### src/rtl/dragonfang_pkg.sv
// rtl/dragonfang_pkg.sv - shared vector execution types and element shift helper
package dragonfang_pkg;

  localparam int VLEN = 64;

  typedef enum logic [1:0] {
    SHIFT_NONE = 2'd0,
    SHIFT_SLL  = 2'd1,
    SHIFT_SRL  = 2'd2,
    SHIFT_SRA  = 2'd3
  } shift_op_t;

  typedef enum logic [1:0] {
    SEW_8  = 2'd0,
    SEW_16 = 2'd1,
    SEW_32 = 2'd2,
    SEW_64 = 2'd3
  } sew_t;

  typedef struct packed {
    shift_op_t shift_op;
    sew_t      sew;
  } execution_vector_t;

  // Caller pre-extends the element (sign for SRA, zero otherwise) and truncates the result.
  function automatic logic [63:0] shift_word(shift_op_t op, logic [63:0] data, logic [5:0] amt);
    case (op)
      SHIFT_SLL: return data << amt;
      SHIFT_SRL: return data >> amt;
      SHIFT_SRA: return $signed(data) >>> amt;
      default:   return '0;
    endcase
  endfunction

endpackage

### src/rtl/shift_lane_64.sv
// rtl/shift_lane_64.sv - combinational shifter for one 64-bit slice at every SEW
module shift_lane_64
  import dragonfang_pkg::*;
(
  input  execution_vector_t execution_vector,
  input  logic [63:0]       vs2,
  input  logic [63:0]       vs1,
  output logic [63:0]       vd
);

  logic [3:0][63:0] res;
  logic             unused_vs1_bits;

  // Every SEW is computed in parallel; sew only picks which result leaves the lane.
  for (genvar s = 0; s < 4; s++) begin : g_sew
    localparam int W  = 8 << s;
    localparam int AW = 3 + s;
    for (genvar e = 0; e < 64 / W; e++) begin : g_elem
      logic signed [W-1:0] elem;
      logic        [63:0]  ext;
      logic        [W-1:0] shifted;
      assign elem    = vs2[e*W +: W];
      assign ext     = (execution_vector.shift_op == SHIFT_SRA) ? 64'(elem) : 64'(vs2[e*W +: W]);
      assign shifted = W'(shift_word(execution_vector.shift_op, ext, 6'(vs1[e*W +: AW])));
      assign res[s][e*W +: W] = shifted;
    end
  end

  assign vd              = res[execution_vector.sew];
  assign unused_vs1_bits = ^vs1;

endmodule

### src/rtl/vec_shift_unit.sv
// rtl/vec_shift_unit.sv - VLEN-wide vector shifter with one registered result stage
module vec_shift_unit
  import dragonfang_pkg::*;
#(
  parameter int VLEN = dragonfang_pkg::VLEN
) (
  input  logic              clk,
  input  logic              rst_n,
  input  execution_vector_t execution_vector,
  input  logic              valid_in,
  input  logic [VLEN-1:0]   vs2,
  input  logic [VLEN-1:0]   vs1,
  output logic [VLEN-1:0]   vd,
  output logic              valid_out
);

  localparam int LANES = VLEN / 64;

  logic [VLEN-1:0] lane_vd;

  for (genvar l = 0; l < LANES; l++) begin : g_lane
    shift_lane_64 u_lane (
      .execution_vector (execution_vector),
      .vs2              (vs2[l*64 +: 64]),
      .vs1              (vs1[l*64 +: 64]),
      .vd               (lane_vd[l*64 +: 64])
    );
  end

  // vd only loads on a valid op so it holds its value through idle cycles.
  always_ff @(posedge clk or negedge rst_n) begin
    if (!rst_n) begin
      vd        <= '0;
      valid_out <= 1'b0;
    end else begin
      valid_out <= valid_in;
      if (valid_in) begin
        vd <= lane_vd;
      end
    end
  end

endmodule

### config.mk
export PLATFORM = sky130hd
export DESIGN_NAME = vec_shift_unit
export DESIGN_NICKNAME = d
export VERILOG_FILES = /design/src/rtl/dragonfang_pkg.sv /design/src/rtl/shift_lane_64.sv /design/src/rtl/vec_shift_unit.sv
export SDC_FILE = /design/constraint.sdc
export NUM_CORES = 1
export LEC_CHECK = 0
export BUFFER_PORTS_ARGS = -buffer_cell sky130_fd_sc_hd__buf_2
export CAP_MARGIN = 20
export CORE_ASPECT_RATIO = 2
export CORE_MARGIN = 3
export CORE_UTILIZATION = 45
export DETAILED_ROUTE_END_ITERATION = 10
export PLACE_DENSITY = 0.65
export SYNTH_ARGS = -nofsm -noshare
export SYNTH_HDL_FRONTEND = slang
export SYNTH_SLANG_ARGS = --single-unit
### constraint.sdc
create_clock -name clk -period 1.54 [get_ports clk]
set_input_delay 0.231 -clock clk [delete_from_list [all_inputs] [get_ports clk]]
set_output_delay 0.231 -clock clk [all_outputs]
set_load 0.005 [all_outputs]
==> results of run 1 <==
per-layer routing:
layer / overflow / GRT usage (%)
met1: 7 / 77.0
met2: 911 / 102
met3: 9 / 59.1
met4: 393 / 85.5
met5: 0 / 18.3
synthesized netlist by cell type (18+ instances only):
cell type | n | area share (%)
buf_1 | 39 | 0.62
mux2i_1 | 207 | 8.8
o22ai_1 | 53 | 1.4
mux2_2 | 138 | 6.6
o211ai_1 | 72 | 2.3
a211oi_1 | 48 | 1.5
mux4_2 | 235 | 22
a31oi_1 | 65 | 1.7
nor3_1 | 48 | 1.0
o221ai_1 | 38 | 1.4
a221oi_1 | 24 | 0.89
a21oi_1 | 199 | 4.2
nand2_1 | 288 | 4.6
nor2_1 | 302 | 4.8
o31ai_1 | 26 | 0.82
a22oi_1 | 33 | 1.0
buf_2 | 59 | 1.2
a211o_1 | 18 | 0.67
o21ai_0 | 226 | 4.8
nand3_1 | 63 | 1.3
dfrtp_1 | 65 | 6.9
o311ai_0 | 23 | 0.85
clkbuf_1 | 299 | 4.7
nor2b_1 | 24 | 0.63
and3_1 | 18 | 0.48
inv_1 | 37 | 0.59
nand2b_1 | 29 | 0.77
repair_timing:
item / in CTS
pin swaps: 68
buffers inserted: 36
gates resized for setup: 293
gates cloned: 6
hold buffers: 1
setup endpoints to repair: 64
endpoints found under the hold margin: 65
through the flow:
step           worst slack [ns]  setup TNS [ns]  hold slack [ns]  util [%]
2_1_floorplan            -0.827          -42.38          -0.0646         -
3_3_place_gp              -1.75          -79.84            0.269      65.3
3_5_place_dp              -1.75          -81.57            0.275      65.3
4_1_cts                  -0.862          -46.38            0.436      69.2
cell families after synthesis:
group,Yosys count,synth area share (%)
buf+inv,464,8.26
flops,65,6.87
simple gates,855,16.0
mux,583,38.0
compound gates,1072,30.9
==> metrics.txt, run 1 <==
root buf cell=clkbuf_16; Initial Utilization=45.5%; Die Span X=168 um; Post-synth EDFFs=0; Yosys cell types=86; HPWL Detailed=147000 um; Syn Inst Count=3039; run status=did not finish; stop err=[ERROR GRT-0116] Global routing finished with congestion. Check the congestion regions in the DRC Viewer.; flops & latches, synth=65; Post-DP Area=0.0339 mm2; # port buffers=166; vias in the first global route=42.7k; row count=118; Syn Area/Cell=7.79 um2; CTS Buf Count=9; Max Root-Sink Buffers=2; grt total ovfl=1320; gpl congestion=1.37; synth warn=0; io pins=200; commonest register cell after synthesis=dfrtp_1; clk sink count=65; CTS HTree Levels=3; asr flop ratio synth=100%; pin count of the biggest net entering global routing=66; Die Ht=330 um; synthesized area=0.0237 mm2; first-pass GRT wire length=343000 um; Cells after DPL=4668; Total GRT Usage=79.9%; Synth Net Count=3174; Seq/Total Area, Yosys=6.87%; Failed at=global routing (5_1_grt)
==> inputs of run 2 (changes only) <==
CORE_ASPECT_RATIO = not set   (was 2)
CORE_UTILIZATION = 30   (was 45)
PLACE_DENSITY = not set   (was 0.65)
PLACE_DENSITY_LB_ADDON = 0.15   (was not set)
==> metrics.txt, run 2 <==
hold slack=0.348 ns; run status=finished with violations; Clock Power Share=11.0%; crit path launch type=primary input; dominant cell type by area after synthesis=mux4_2; initial antenna violation count=8; Power, Total=21200 uW; post-synth top area share=22.4%; Die Ht=287 um; largest family of logic cells by synthesized area=multiplexers; biggest regs=vd x64, valid_out x1; worst setup slack after placement=-1.74 ns; HP Class=in -> async; Slew Viols, Final=0; Power Density=536 mW/mm2; Comb pwr share=78.4%; Initial Utilization=30.4%; row count=102; area growth from synthesis to layout=67.2%; Clock Skew=0 ns; R2R Setup Slk=0.36 ns; Total GRT Usage=44.2%; final setup vio count=64; most frequent cells after synthesis=nor2_1 (302), clkbuf_1 (299), nand2_1 (288); Simple-Gate Fraction of Synth Area=16.0%; clock slew seen by the registers of the worst setup and hold paths=0.07 ns; kind of critical path=in -> reg; Compound-Gate Fraction of Synth Area=30.9%; Slew @ Worst Pin=0.796 ns; Post-synth EDFFs=0; root buf cell=clkbuf_16; VDD IR max=0.000550 V; via count=35.0k; vias in the first global route=33.2k; clk sink count=65; critical path's top delay family=multiplexers; Routed wire per std cell=36.2 um; nature of the critical path endpoint=register; initial DRC count=5379; Hold Fails Final Rpt=0; fmax=416 MHz; worst-path cell chain=clkbuf_16 -> buf_12 -> mux4_2 -> mux2_4 -> mux4_2 -> buf_6 -> a32o_1 -> a221o_1; crit path max fanout=6; switching pwr=10400 uW; Seq pwr share=10.6%; layout cells sized above 1=56.4%; RSZ-0062 raised after global routing=true; WL final=190000 um; io pins=200; flops & latches, synth=65; Post-DP Area=0.0347 mm2; synthesized area=0.0237 mm2; Filler cells=7463; most frequent cells in the layout=buf_4 (1160), nor2_1 (273), nand2_1 (268), mux4_2 (236), o21ai_0 (160); asr flop ratio synth=100%; internal power=10800 uW; Synth Area in Adders=0%; synth warn=0; CP arrival=2.67 ns; Crit path top cell by count=mux4_2; main area contributors after synthesis=mux4_2 (22%), mux2i_1 (8.8%), dfrtp_1 (6.9%); P_leak=0.0168 uW; Max Root-Sink Buffers=2; xor/xnor share of the synthesized area=0%; post-route cell area=0.0396 mm2; Max-Cap Viols=0; Slew HR=46.4%; vias per cell=6.69; Die Span X=287 um; commonest register cell after synthesis=dfrtp_1; part of the cycle the worst path needs=156%; gpl congestion=1.08; Switching Fraction=49.2%; CP max stage cell=mux4_2; CTS Buf Count=9; DRC viols=0; mux contribution to synthesized area=38.0%; Seq/Total Area, Yosys=6.87%; Syn Area/Cell=7.79 um2; Buf/Inv on CP=3; Synth Net Count=3174; die area=0.0823 mm2; pin count of the biggest net entering global routing=35; Yosys cell types=86; Most flops, register=vd; slack of the critical path=-0.865 ns; Setup TNS=-41.59 ns; min Tclk post-route=2.40 ns; core area=0.0778 mm2; first-pass GRT wire length=261000 um; failing checks=negative setup slack; CTS tree=done; commonest non-fill, non-tap cell in the layout=buf_4; Antenna Nets Post-Route=0; worst-skew pair later-pin latency=0.37 ns; slowest cell delay on critical path=0.64 ns; # port buffers=166; max reg flops=64; grt total ovfl=0; Final nets=4322; count leader, synth=nor2_1; Syn Inst Count=3039; Data required, critical path=1.80 ns; HPWL Detailed=152000 um; CTS HTree Levels=3; drt pass-1 iters=6
==> run 2: cell counts after synthesis <==
No cell type changed its count.
==> run 2: path summary, 6_finish.rpt <==
kind	startpoint	endpoint	cells past startpoint
setup / recovery	vs1[0]	vd[24]	8
hold / removal	rst_n	vd[22]	2
setup reg to reg	vd[39]	vd[39]	4
hold reg to reg	vd[29]	vd[29]	1
max in group asynchronous	rst_n	vd[10]	3
min in group clk	valid_in	valid_out	3
==> run 2: repair_timing <==
action | 4_1_cts | 5_1_grt
gates resized for setup | 510 | 284
setup buffers | 70 | 66
hold buffers | 1 | 0
hold endpoints to repair | 20 | 0
endpoints found under the setup margin | 64 | 64
cloned | 10 | 5
pin swaps | 133 | 141
==> run 2: layer usage <==
metal  wire [um]  vias up  part of all wire, %  GRT usage (%)
li1            -    14200                    -              -
met1       78800    17500                   42           63.9
met2       76200     2815                   40           61.7
met3       26300      477                   14           13.7
met4        8450        2                  4.5           15.0
met5          13        -               0.0069              0
==> run 2: worst register-to-register path, stage by stage, from the launching register on <==
cell and delay, ns:
dfrtp_1 0.45, nand2_1 0.11, o311ai_0 0.13, a31o_2 0.23, a2bb2oi_1 0.14
==> run 2: cells by family (layout without fill, tap and decap cells) <==
group	after synthesis	after routing
AOI/OAI and AO/OA	1072	1072
buffers and inverters	464	1617
DFF	65	65
muxes	583	583
other	0	3
and+or+nand+nor	855	855
==> run 2: power by group through the flow <==
stage / Clock (uW) / Combinational, uW / Sequential [uW]
3_5_place_dp: 0 / 13800 / 2260
2_1_floorplan: 0 / 6130 / 2110
6_report: 2330 / 16600 / 2250
5_1_grt: 2380 / 17000 / 2250
3_3_place_gp: 0 / 13800 / 2260
4_1_cts: 2330 / 15200 / 2230
==> run 2: through the flow <==
step                      util, %  instances
final                        50.8       5235
after global placement       44.5       5094
after CTS                    48.6       5173
after floorplan                 -       3039
after global routing         50.8       5233
after detailed placement     44.5       5095
==> run 2: area by class of cell <==
cell class | count | area (um2) | area share [%]
antenna | 3 | 7.51 | 0.0190
clock buffer | 10 | 239 | 0.604
clock inverter | 6 | 67.6 | 0.171
inverter | 44 | 176 | 0.446
multi-input combinational | 2510 | 22700 | 57.5
sequential | 65 | 1630 | 4.11
tap | 1040 | 1300 | 3.29
timing repair buffer | 1557 | 13400 | 33.9
Power figures use the tool's default switching activity.
==> inputs of run 3 (changes only) <==
CTS_BUF_LIST = sky130_fd_sc_hd__clkbuf_16   (was not set)
==> metrics.txt, run 3 (synthesized netlist as in run 2, its figures left out) <==
nature of the critical path endpoint=register; via count=34.9k; crit path launch type=primary input; Die Ht=287 um; fin util=50.7%; Multi-input gate area=0.0227 mm2; biggest regs=vd x64, valid_out x1; vias in the first global route=33.2k; Final nets=4321; WL final=190000 um; Filler cells=7466; Power, Total=21100 uW; commonest non-fill, non-tap cell in the layout=buf_4; HP Class=in -> async; die area=0.0823 mm2; part of the cycle the worst path needs=156%; Routed wire per std cell=36.2 um; min Tclk post-route=2.41 ns; Die Span X=287 um; root buf cell=clkbuf_16; gpl congestion=1.08; CTS tree=done; post-route cell area=0.0395 mm2; slack of the critical path=-0.868 ns; clk sink count=65; vias per cell=6.67; final setup vio count=64; CTS Buf Count=9; Slew @ Worst Pin=0.770 ns; Most flops, register=vd; area growth from synthesis to layout=66.7%; layout cells sized above 1=56.3%; max reg flops=64; R2R Setup Slk=0.34 ns; Power Density=535 mW/mm2; CP arrival=2.67 ns; failing checks=negative setup slack; worst-skew pair later-pin latency=0.37 ns; clock slew seen by the registers of the worst setup and hold paths=0.07 ns; grt total ovfl=0; Total GRT Usage=44.2%; kind of critical path=in -> reg; P_leak=0.0167 uW; Hold Fails Final Rpt=0; DRC viols=0; Data required, critical path=1.80 ns; fmax=415 MHz; sequential cell area=0.00163 mm2; run status=finished with violations; initial DRC count=5524; Initial Utilization=30.4%; crit path max fanout=6; initial antenna violation count=7; Slew Viols, Final=0; first-pass GRT wire length=261000 um; HPWL Detailed=152000 um; Clock Skew=0 ns; row count=102; RSZ-0062 raised after global routing=true; Slew HR=48.1%; drt pass-1 iters=6; Max Root-Sink Buffers=2; pin count of the biggest net entering global routing=35; core area=0.0778 mm2; # port buffers=166; CTS HTree Levels=3; io pins=200; Antenna Nets Post-Route=0; Post-DP Area=0.0347 mm2; most frequent cells in the layout=buf_4 (1161), nor2_1 (276), nand2_1 (268), mux4_2 (236), o21ai_0 (160); Max-Cap Viols=0; VDD IR max=0.000548 V
[run 3: changes by cell type in the layout (fill, tap and decap cells not counted), moves of 2 or more]
cell       previous run  this run
mux2_2               80        78
nor2_2               21        18
a21oi_1             159       157
o21ai_1              36        38
diode_2               3         1
mux2_4               59        61
a21oi_2              35        37
nor2_1              273       276
buf_8                18        21
clkbuf_16            18        16
buf_12               84        80
[run 3: metrics by stage]
step           TNS [ns]  setup slack (ns)  cells  hold WS [ns]
4_1_cts          -39.37            -0.823   5173         0.327
3_5_place_dp     -85.79             -1.74   5095         0.193
2_1_floorplan    -42.38            -0.827   3039       -0.0646
5_1_grt          -43.49            -0.860   5231         0.372
3_3_place_gp     -84.97             -1.76   5094         0.193
6_report         -41.76            -0.868   5232         0.346
[run 3: layout make-up]
cell class	count	area share (%)
Timing Repair Buffer	1556	33.8
Clock inverter	7	0.181
Clock buffer	9	0.571
Sequential cell	65	4.12
Tap cell	1040	3.30
Inverter	44	0.447
Multi-Input combinational cell	2510	57.5
Antenna cell	1	0.00634
[run 3: critical path, stage by stage]
cell and delay (ns):
clkbuf_16 0.15, buf_12 0.13, mux4_2 0.52, mux2_4 0.29, mux4_2 0.65, buf_6 0.18
a32o_1 0.21, a221o_1 0.30
[run 3: path summary, 6_finish.rpt]
check | from | endpoint | cells past startpoint
max | vs1[0] | vd[24] | 8
min | rst_n | vd[22] | 2
max reg2reg | vd[39] | vd[39] | 4
min reg2reg | vd[29] | vd[29] | 1
max in group asynchronous | rst_n | vd[10] | 3
min in group clk | valid_in | valid_out | 3
[run 3: what timing repair did]
action	4_1_cts	5_1_grt
hold buffers	1	0
hold endpoints to repair	20	0
gates cloned	10	3
resized for setup	510	276
buffers inserted	70	67
pin swaps	133	138
setup endpoints to repair	64	64
[run 3: layer usage]
metal / vias to the layer above / wire length, um / track usage (%)
met5: - / 26 / 0
met4: 4 / 8510 / 15.2
met3: 455 / 25700 / 13.7
met2: 2744 / 76200 / 61.8
met1: 17400 / 79200 / 63.8
li1: 14200 / - / -
[run 3: power breakdown]
| part | total [uW] | switching (uW) | internal [uW] |
|---|---|---|---|
| logic | 16600 | 9060 | 7510 |
| registers | 2260 | 316 | 1940 |
| clock network | 2270 | 1020 | 1250 |
